`src/rtl/riscv_pkg.sv`:
```
// Shared RV32I decode types: opcodes, instruction classes, ALU ops and immediate formats.
package riscv_pkg;

   localparam int XLEN = 32;

   localparam logic [6:0] OPC_LUI      = 7'b0110111;
   localparam logic [6:0] OPC_AUIPC    = 7'b0010111;
   localparam logic [6:0] OPC_JAL      = 7'b1101111;
   localparam logic [6:0] OPC_JALR     = 7'b1100111;
   localparam logic [6:0] OPC_BRANCH   = 7'b1100011;
   localparam logic [6:0] OPC_LOAD     = 7'b0000011;
   localparam logic [6:0] OPC_STORE    = 7'b0100011;
   localparam logic [6:0] OPC_OP_IMM   = 7'b0010011;
   localparam logic [6:0] OPC_OP       = 7'b0110011;
   localparam logic [6:0] OPC_MISC_MEM = 7'b0001111;
   localparam logic [6:0] OPC_SYSTEM   = 7'b1110011;

   typedef enum logic [3:0] {
      CLS_LUI, CLS_AUIPC, CLS_JAL, CLS_JALR, CLS_BRANCH, CLS_LOAD,
      CLS_STORE, CLS_OP_IMM, CLS_OP, CLS_MISC_MEM, CLS_SYSTEM, CLS_ILLEGAL
   } class_e;

   typedef enum logic [3:0] {
      ALU_ADD, ALU_SUB, ALU_SLL, ALU_SLT, ALU_SLTU,
      ALU_XOR, ALU_SRL, ALU_SRA, ALU_OR, ALU_AND
   } alu_op_e;

   typedef enum logic [2:0] {
      IMM_NONE, IMM_I, IMM_S, IMM_B, IMM_U, IMM_J
   } imm_fmt_e;

   // alt selects SUB over ADD and SRA over SRL; other funct3 values ignore it.
   function automatic alu_op_e alu_from_funct3(input logic [2:0] f3, input logic alt);
      case (f3)
         3'b000:  return alt ? ALU_SUB : ALU_ADD;
         3'b001:  return ALU_SLL;
         3'b010:  return ALU_SLT;
         3'b011:  return ALU_SLTU;
         3'b100:  return ALU_XOR;
         3'b101:  return alt ? ALU_SRA : ALU_SRL;
         3'b110:  return ALU_OR;
         default: return ALU_AND;
      endcase
   endfunction

endpackage

```
`src/rtl/riscv_register_file.sv`:
```
// 2-read 1-write register file; x0 reads zero, same-cycle writes bypass to the read ports.
module riscv_register_file
   import riscv_pkg::*;
#(
   parameter int REG_COUNT = 32,
   parameter int AW        = $clog2(REG_COUNT)
) (
   input  logic            clock_i,
   input  logic            write_enable,
   input  logic [AW-1:0]   write_index,
   input  logic [XLEN-1:0] write_data,
   input  logic [AW-1:0]   read_index_a,
   input  logic [AW-1:0]   read_index_b,
   output logic [XLEN-1:0] read_data_a,
   output logic [XLEN-1:0] read_data_b
);

   logic [XLEN-1:0] regs [REG_COUNT];

   always_ff @(posedge clock_i) begin
      if (write_enable && write_index != '0)
         regs[write_index] <= write_data;
   end

   always_comb begin
      read_data_a = '0;
      if (read_index_a != '0)
         read_data_a = (write_enable && write_index == read_index_a) ? write_data : regs[read_index_a];
   end

   always_comb begin
      read_data_b = '0;
      if (read_index_b != '0)
         read_data_b = (write_enable && write_index == read_index_b) ? write_data : regs[read_index_b];
   end

endmodule

```
`src/rtl/riscv_decode_stage.sv`:
```
// RV32I decode stage: field/immediate/class decode plus operand read into one registered slot.
module riscv_decode_stage
   import riscv_pkg::*;
#(
   parameter int REG_COUNT = 32
) (
   input  logic        clock_i,
   input  logic        reset_i,
   input  logic        fetch_valid_i,
   output logic        fetch_ready_o,
   input  logic [31:0] instruction_i,
   input  logic [31:0] instruction_address_i,
   input  logic        stall_i,
   input  logic        flush_i,
   input  logic        writeback_enable_i,
   input  logic [4:0]  writeback_rd_i,
   input  logic [31:0] writeback_data_i,
   output logic        decode_valid_o,
   output logic [31:0] pc_o,
   output logic [4:0]  rs1_o,
   output logic [4:0]  rs2_o,
   output logic [4:0]  rd_o,
   output logic [31:0] rs1_data_o,
   output logic [31:0] rs2_data_o,
   output logic [31:0] immediate_o,
   output logic [2:0]  funct3_o,
   output logic [3:0]  alu_op_o,
   output logic [3:0]  class_o,
   output logic        illegal_o
);

   logic [6:0]  opcode, funct7;
   logic [2:0]  funct3;
   logic [4:0]  rs1, rs2, rd;
   logic [31:0] rs1_data, rs2_data, imm;
   class_e      dec_class;
   alu_op_e     dec_alu;
   imm_fmt_e    fmt;
   logic        dec_illegal;
   logic        transfer;

   assign opcode = instruction_i[6:0];
   assign rd     = instruction_i[11:7];
   assign funct3 = instruction_i[14:12];
   assign rs1    = instruction_i[19:15];
   assign rs2    = instruction_i[24:20];
   assign funct7 = instruction_i[31:25];

   assign fetch_ready_o = !decode_valid_o || !stall_i;
   assign transfer      = fetch_valid_i && fetch_ready_o;

   riscv_register_file #(.REG_COUNT(REG_COUNT)) u_regfile (
      .clock_i      (clock_i),
      .write_enable (writeback_enable_i),
      .write_index  (writeback_rd_i),
      .write_data   (writeback_data_i),
      .read_index_a (rs1),
      .read_index_b (rs2),
      .read_data_a  (rs1_data),
      .read_data_b  (rs2_data)
   );

   always_comb begin
      dec_class   = CLS_ILLEGAL;
      dec_alu     = ALU_ADD;
      fmt         = IMM_NONE;
      dec_illegal = 1'b0;
      if (instruction_i[1:0] != 2'b11) begin
         dec_illegal = 1'b1;
      end else begin
         case (opcode)
            OPC_LUI:      begin dec_class = CLS_LUI;      fmt = IMM_U; end
            OPC_AUIPC:    begin dec_class = CLS_AUIPC;    fmt = IMM_U; end
            OPC_JAL:      begin dec_class = CLS_JAL;      fmt = IMM_J; end
            OPC_JALR:     begin dec_class = CLS_JALR;     fmt = IMM_I; end
            OPC_BRANCH:   begin dec_class = CLS_BRANCH;   fmt = IMM_B; end
            OPC_LOAD:     begin dec_class = CLS_LOAD;     fmt = IMM_I; end
            OPC_STORE:    begin dec_class = CLS_STORE;    fmt = IMM_S; end
            OPC_MISC_MEM: begin dec_class = CLS_MISC_MEM; fmt = IMM_I; end
            OPC_SYSTEM:   begin dec_class = CLS_SYSTEM;   fmt = IMM_I; end
            OPC_OP_IMM: begin
               dec_class = CLS_OP_IMM;
               fmt       = IMM_I;
               // Bit 30 is part of the immediate for ADDI; only shifts treat it as alt.
               dec_alu   = alu_from_funct3(funct3, instruction_i[30] && funct3 == 3'b101);
            end
            OPC_OP: begin
               dec_class = CLS_OP;
               dec_alu   = alu_from_funct3(funct3, funct7[5]);
               if (!(funct7 == 7'b0000000 ||
                     (funct7 == 7'b0100000 && (funct3 == 3'b000 || funct3 == 3'b101))))
                  dec_illegal = 1'b1;
            end
            default: dec_illegal = 1'b1;
         endcase
      end
   end

   always_comb begin
      case (fmt)
         IMM_I:   imm = {{20{instruction_i[31]}}, instruction_i[31:20]};
         IMM_S:   imm = {{20{instruction_i[31]}}, instruction_i[31:25], instruction_i[11:7]};
         IMM_B:   imm = {{19{instruction_i[31]}}, instruction_i[31], instruction_i[7],
                         instruction_i[30:25], instruction_i[11:8], 1'b0};
         IMM_U:   imm = {instruction_i[31:12], 12'b0};
         IMM_J:   imm = {{11{instruction_i[31]}}, instruction_i[31], instruction_i[19:12],
                         instruction_i[20], instruction_i[30:21], 1'b0};
         default: imm = '0;
      endcase
   end

   always_ff @(posedge clock_i) begin
      if (reset_i) begin
         decode_valid_o <= 1'b0;
         pc_o           <= '0;
         rs1_o          <= '0;
         rs2_o          <= '0;
         rd_o           <= '0;
         rs1_data_o     <= '0;
         rs2_data_o     <= '0;
         immediate_o    <= '0;
         funct3_o       <= '0;
         alu_op_o       <= '0;
         class_o        <= '0;
         illegal_o      <= 1'b0;
      end else if (flush_i) begin
         decode_valid_o <= 1'b0;
      end else if (transfer) begin
         decode_valid_o <= 1'b1;
         pc_o           <= instruction_address_i;
         rs1_o          <= rs1;
         rs2_o          <= rs2;
         rd_o           <= rd;
         rs1_data_o     <= rs1_data;
         rs2_data_o     <= rs2_data;
         immediate_o    <= imm;
         funct3_o       <= funct3;
         alu_op_o       <= dec_alu;
         class_o        <= dec_class;
         illegal_o      <= dec_illegal;
      end else if (!stall_i) begin
         decode_valid_o <= 1'b0;
      end
   end

endmodule

```
`config.mk`:
```
export PLATFORM = sky130hd
export DESIGN_NAME = riscv_decode_stage
export DESIGN_NICKNAME = d
export VERILOG_FILES = /design/src/rtl/riscv_pkg.sv /design/src/rtl/riscv_register_file.sv /design/src/rtl/riscv_decode_stage.sv
export SDC_FILE = /design/constraint.sdc
export NUM_CORES = 2
export LEC_CHECK = 0
export CORE_MARGIN = 4
export CORE_UTILIZATION = 40
export CTS_BUF_LIST = sky130_fd_sc_hd__clkbuf_8
export DETAILED_ROUTE_END_ITERATION = 8
export PLACE_DENSITY = 0.57
export SLEW_MARGIN = 20
export SYNTH_ARGS = -nofsm -noshare
export SYNTH_HDL_FRONTEND = slang
export SYNTH_SLANG_ARGS = --single-unit
```
`constraint.sdc`:
```
create_clock -name clock_i -period 3.34 [get_ports clock_i]
set_clock_uncertainty 0.05 [all_clocks]
set_input_delay 0.501 -clock clock_i [delete_from_list [all_inputs] [get_ports clock_i]]
set_output_delay 0.501 -clock clock_i [all_outputs]
set_load 0.005 [all_outputs]
```
==> impl_metrics.yaml <==
timing:
  fin_crit_sh: 0.805
  fmax_mhz: 372
  drv_slew: 0
  hold_viol: 0
  slew_headroom: 0.310
  finalSetupViolations: 0
  hold_ws_ns: 0.0899
  final.setup.tns_ns: 0
  period_minus_slack_ns: 2.69
  worst_pin_slew_ns: 1.03
  rsz0062_at_grt: "false"
final_layout:
  area_growth_pct: 18.4
  fin_nets: 3630
  final.fill_count: 11236
  drive_above_1_share: 0.307
  design_area_um2: 64000
placement:
  io_buffer_count: 263
  placed_area_um2: 60300
  place_hpwl_um: 112000
  place_congestion: 0.868
global_route:
  antenna_found_initial: 6
  grt_pass1_wl_um: 253000
  groute.usage.overall: 0.249
  grt_max_degree: 64
  overflow: 0
  grt_pass1_vias: 35177
clock_network:
  root_buffer: "clkbuf_8"
  cts_setup_buffers: 0
  cts_buffers: 198
  cts.sinks: 1180
  clockBufferDepth: 3
  clk_latency_ns: 0.92
  htreeDepth: 4
  path_clk_slew_ns: 0.06
  cts_tree: "built"
worst_setup_path:
  cp_cell_sequence: "clkdlybuf4s50_1"
  cp_data_arrival_time_ns: 2.14
  ff2ff_setup_slack_ns: 1.11
  crit_buf_inv: 1
  path_max_fanout: 2
  timing.rr.end: "immediate_o[11]$_SDFFE_PP0P_"
  max_stage_delay_ns: 0.62
  crit_cells: 1
  timing.critical_path.to: "rs1_data_o[27]"
  crit_required_ns: 2.79
  critPathLaunchType: "register"
  cp_slowest_cell: "clkdlybuf4s50_1"
  path_delay_family: "buffers and inverters"
  crit_type: "reg -> out"
  r2r-start: "decode_valid_o$_SDFFE_PP0P_"
  end_kind: "output pin"
  setup.worst_path.start: "rs1_data_o[27]$_SDFFE_PP0P_"
  reg2regPathDepth: 7
synth:
  avgSynthCellArea_um2: 17.5
  yosys-top-cells-area: "edfxtp_1 57%, mux4_2 21%, dfxtp_1 5.8%"
  synthArstFlopShare: 0
  dominantRegCellSynth: "edfxtp_1"
  ys_warn_count: 0
  ys_ff_latch: 1180
  yosysSeqAreaShare: 0.626
  netlist_area_um2: 54100
  ys_types: 56
  synth_area_leader_cell: "edfxtp_1"
  synthTopCellsByCount: "1,024 x edfxtp_1, 510 x mux4_2, 184 x nand2_1, 162 x nand3_1, 156 x dfxtp_1"
  synth_most_common_cell: "edfxtp_1"
  synth_edf_count: 1024
  synth_top_area_share: 0.569
  synthCells: 3083
min_path:
  holdCritPathClass: "in -> reg"
  hold_path_depth: 1
route:
  wl_um: 178000
  ant_nets: 0
  drt_pass1_iterations: 6
  drc: 0
  drtIter0Drc: 3972
  via_count: 34226
  vias_per_cell: 6.27
  wl_per_cell_um: 32.6
power:
  peakVddDrop_mv: 0.427
  leakage_nw: 20.9
  p_per_area_nw_per_um2: 497
die:
  start_util: 0.404
  core_um2: 134000
  ioPinCount: 264
  rows: 134
  die_width_um: 376
  die-area_um2: 141000
  fp.dieH_um: 376
run_status:
  status: "finished clean"
job:
  drv_cap: 0
[how the worst min path moves through the flow]
stage	from	slack (ns)	to
after floorplan	immediate_o[10]$_SDFFE_PP0P_	0.40	immediate_o[10]$_SDFFE_PP0P_
after global placement	rd_o[0]$_SDFFE_PP0P_	0.39	rd_o[0]$_SDFFE_PP0P_
after detailed placement	funct3_o[2]$_SDFFE_PP0P_	0.40	funct3_o[2]$_SDFFE_PP0P_
after CTS	instruction_i[19]	0.006	rs1_data_o[31]$_SDFFE_PP0P_
after global routing	writeback_data_i[8]	0.05	u_regfile.regs[20][8]$_DFFE_PP_
final	writeback_data_i[8]	0.09	u_regfile.regs[4][8]$_DFFE_PP_
[cell families after synthesis]
kind of cell           after synthesis  synth area share
flip-flops                        1180             0.626
multiplexers                       745             0.258
AND/OR/NAND/NOR                    495            0.0425
AO/OA/AOI/OAI                      379            0.0479
buffers and inverters              272            0.0230
XOR/XNOR                            11           0.00178
other                                1         0.0000693
[power by group]
| group | switching [mW] | internal [mW] | leakage (nW) |
|---|---|---|---|
| Sequential | 0.188 | 16.3 | 10.5 |
| Combinational | 1.73 | 1.43 | 8.21 |
| Clock | 5.96 | 6.25 | 2.20 |
[sequential cells by signal, indices dropped and copies added (netlist names)]
signal,count
rs1_o,5
alu_op_o,4
rd_o,5
decode_valid_o,1
rs2_data_o,32
pc_o,32
illegal_o,1
funct3_o,3
rs1_data_o,32
class_o,4
immediate_o,32
u_regfile.regs,1024
rs2_o,5
[metrics by stage]
step	cells	util	total power [mW]	worst slack, ns
after floorplan	3114	-	18.5	0.484
after global placement	5088	0.450	19.9	0.353
after detailed placement	5088	0.450	19.9	0.272
after CTS	5452	0.478	32.1	0.558
after global routing	5455	0.478	33.0	0.560
final	5456	0.478	31.8	0.652
[cell usage in the layout (no fill, tap or decap), types with 15 or more instances in the layout]
cell type | synthesis | routed
nand2_1 | 184 | 184
nor2_1 | 61 | 28
a21oi_1 | 72 | 71
a22oi_1 | 44 | 44
edfxtp_1 | 1024 | 1024
nor3b_1 | 16 | 16
clkinv_1 | 0 | 36
a32oi_1 | 31 | 31
mux4_2 | 510 | 510
dfxtp_1 | 156 | 156
clkinv_2 | 0 | 15
nor3_1 | 22 | 21
mux2_2 | 103 | 103
clkbuf_8 | 0 | 216
o22a_1 | 49 | 49
buf_12 | 0 | 52
buf_4 | 29 | 158
nand3_1 | 162 | 162
conb_1 | 1 | 32
o21ai_0 | 89 | 89
mux2i_1 | 132 | 132
nor2_4 | 0 | 33
clkdlybuf4s50_1 | 0 | 245
inv_1 | 7 | 84
[final cells by class]
cell class | instances | area, um2 | share of cell area
Multi-Input combinational cell | 1662 | 19400 | 0.302
Timing Repair Buffer | 473 | 4840 | 0.0756
Clock inverter | 145 | 747 | 0.0117
Clock buffer | 216 | 2970 | 0.0464
Antenna cell | 4 | 10.0 | 0.000156
Inverter | 8 | 30.0 | 0.000469
Tap cell | 1768 | 2210 | 0.0345
Sequential cell | 1180 | 33900 | 0.529
[metal layers]
layer / share of wire / up-vias / GRT usage / wire [um]
met1: 0.39 / 18139 / 0.330 / 69900
met2: 0.49 / 1954 / 0.411 / 86400
met4: 0.033 / 0 / 0.0849 / 5920
met5: 0 / - / 0 / 0
met3: 0.087 / 364 / 0.0504 / 15500
li1: - / 13769 / - / -
[what timing repair did]
action | CTS | global route
setup endpoints to repair | 0 | 0
gates resized for setup | 0 | 0
hold buffers | 3 | 0
hold endpoints to repair | 23 | 0
(Power assumes the default switching activity.)
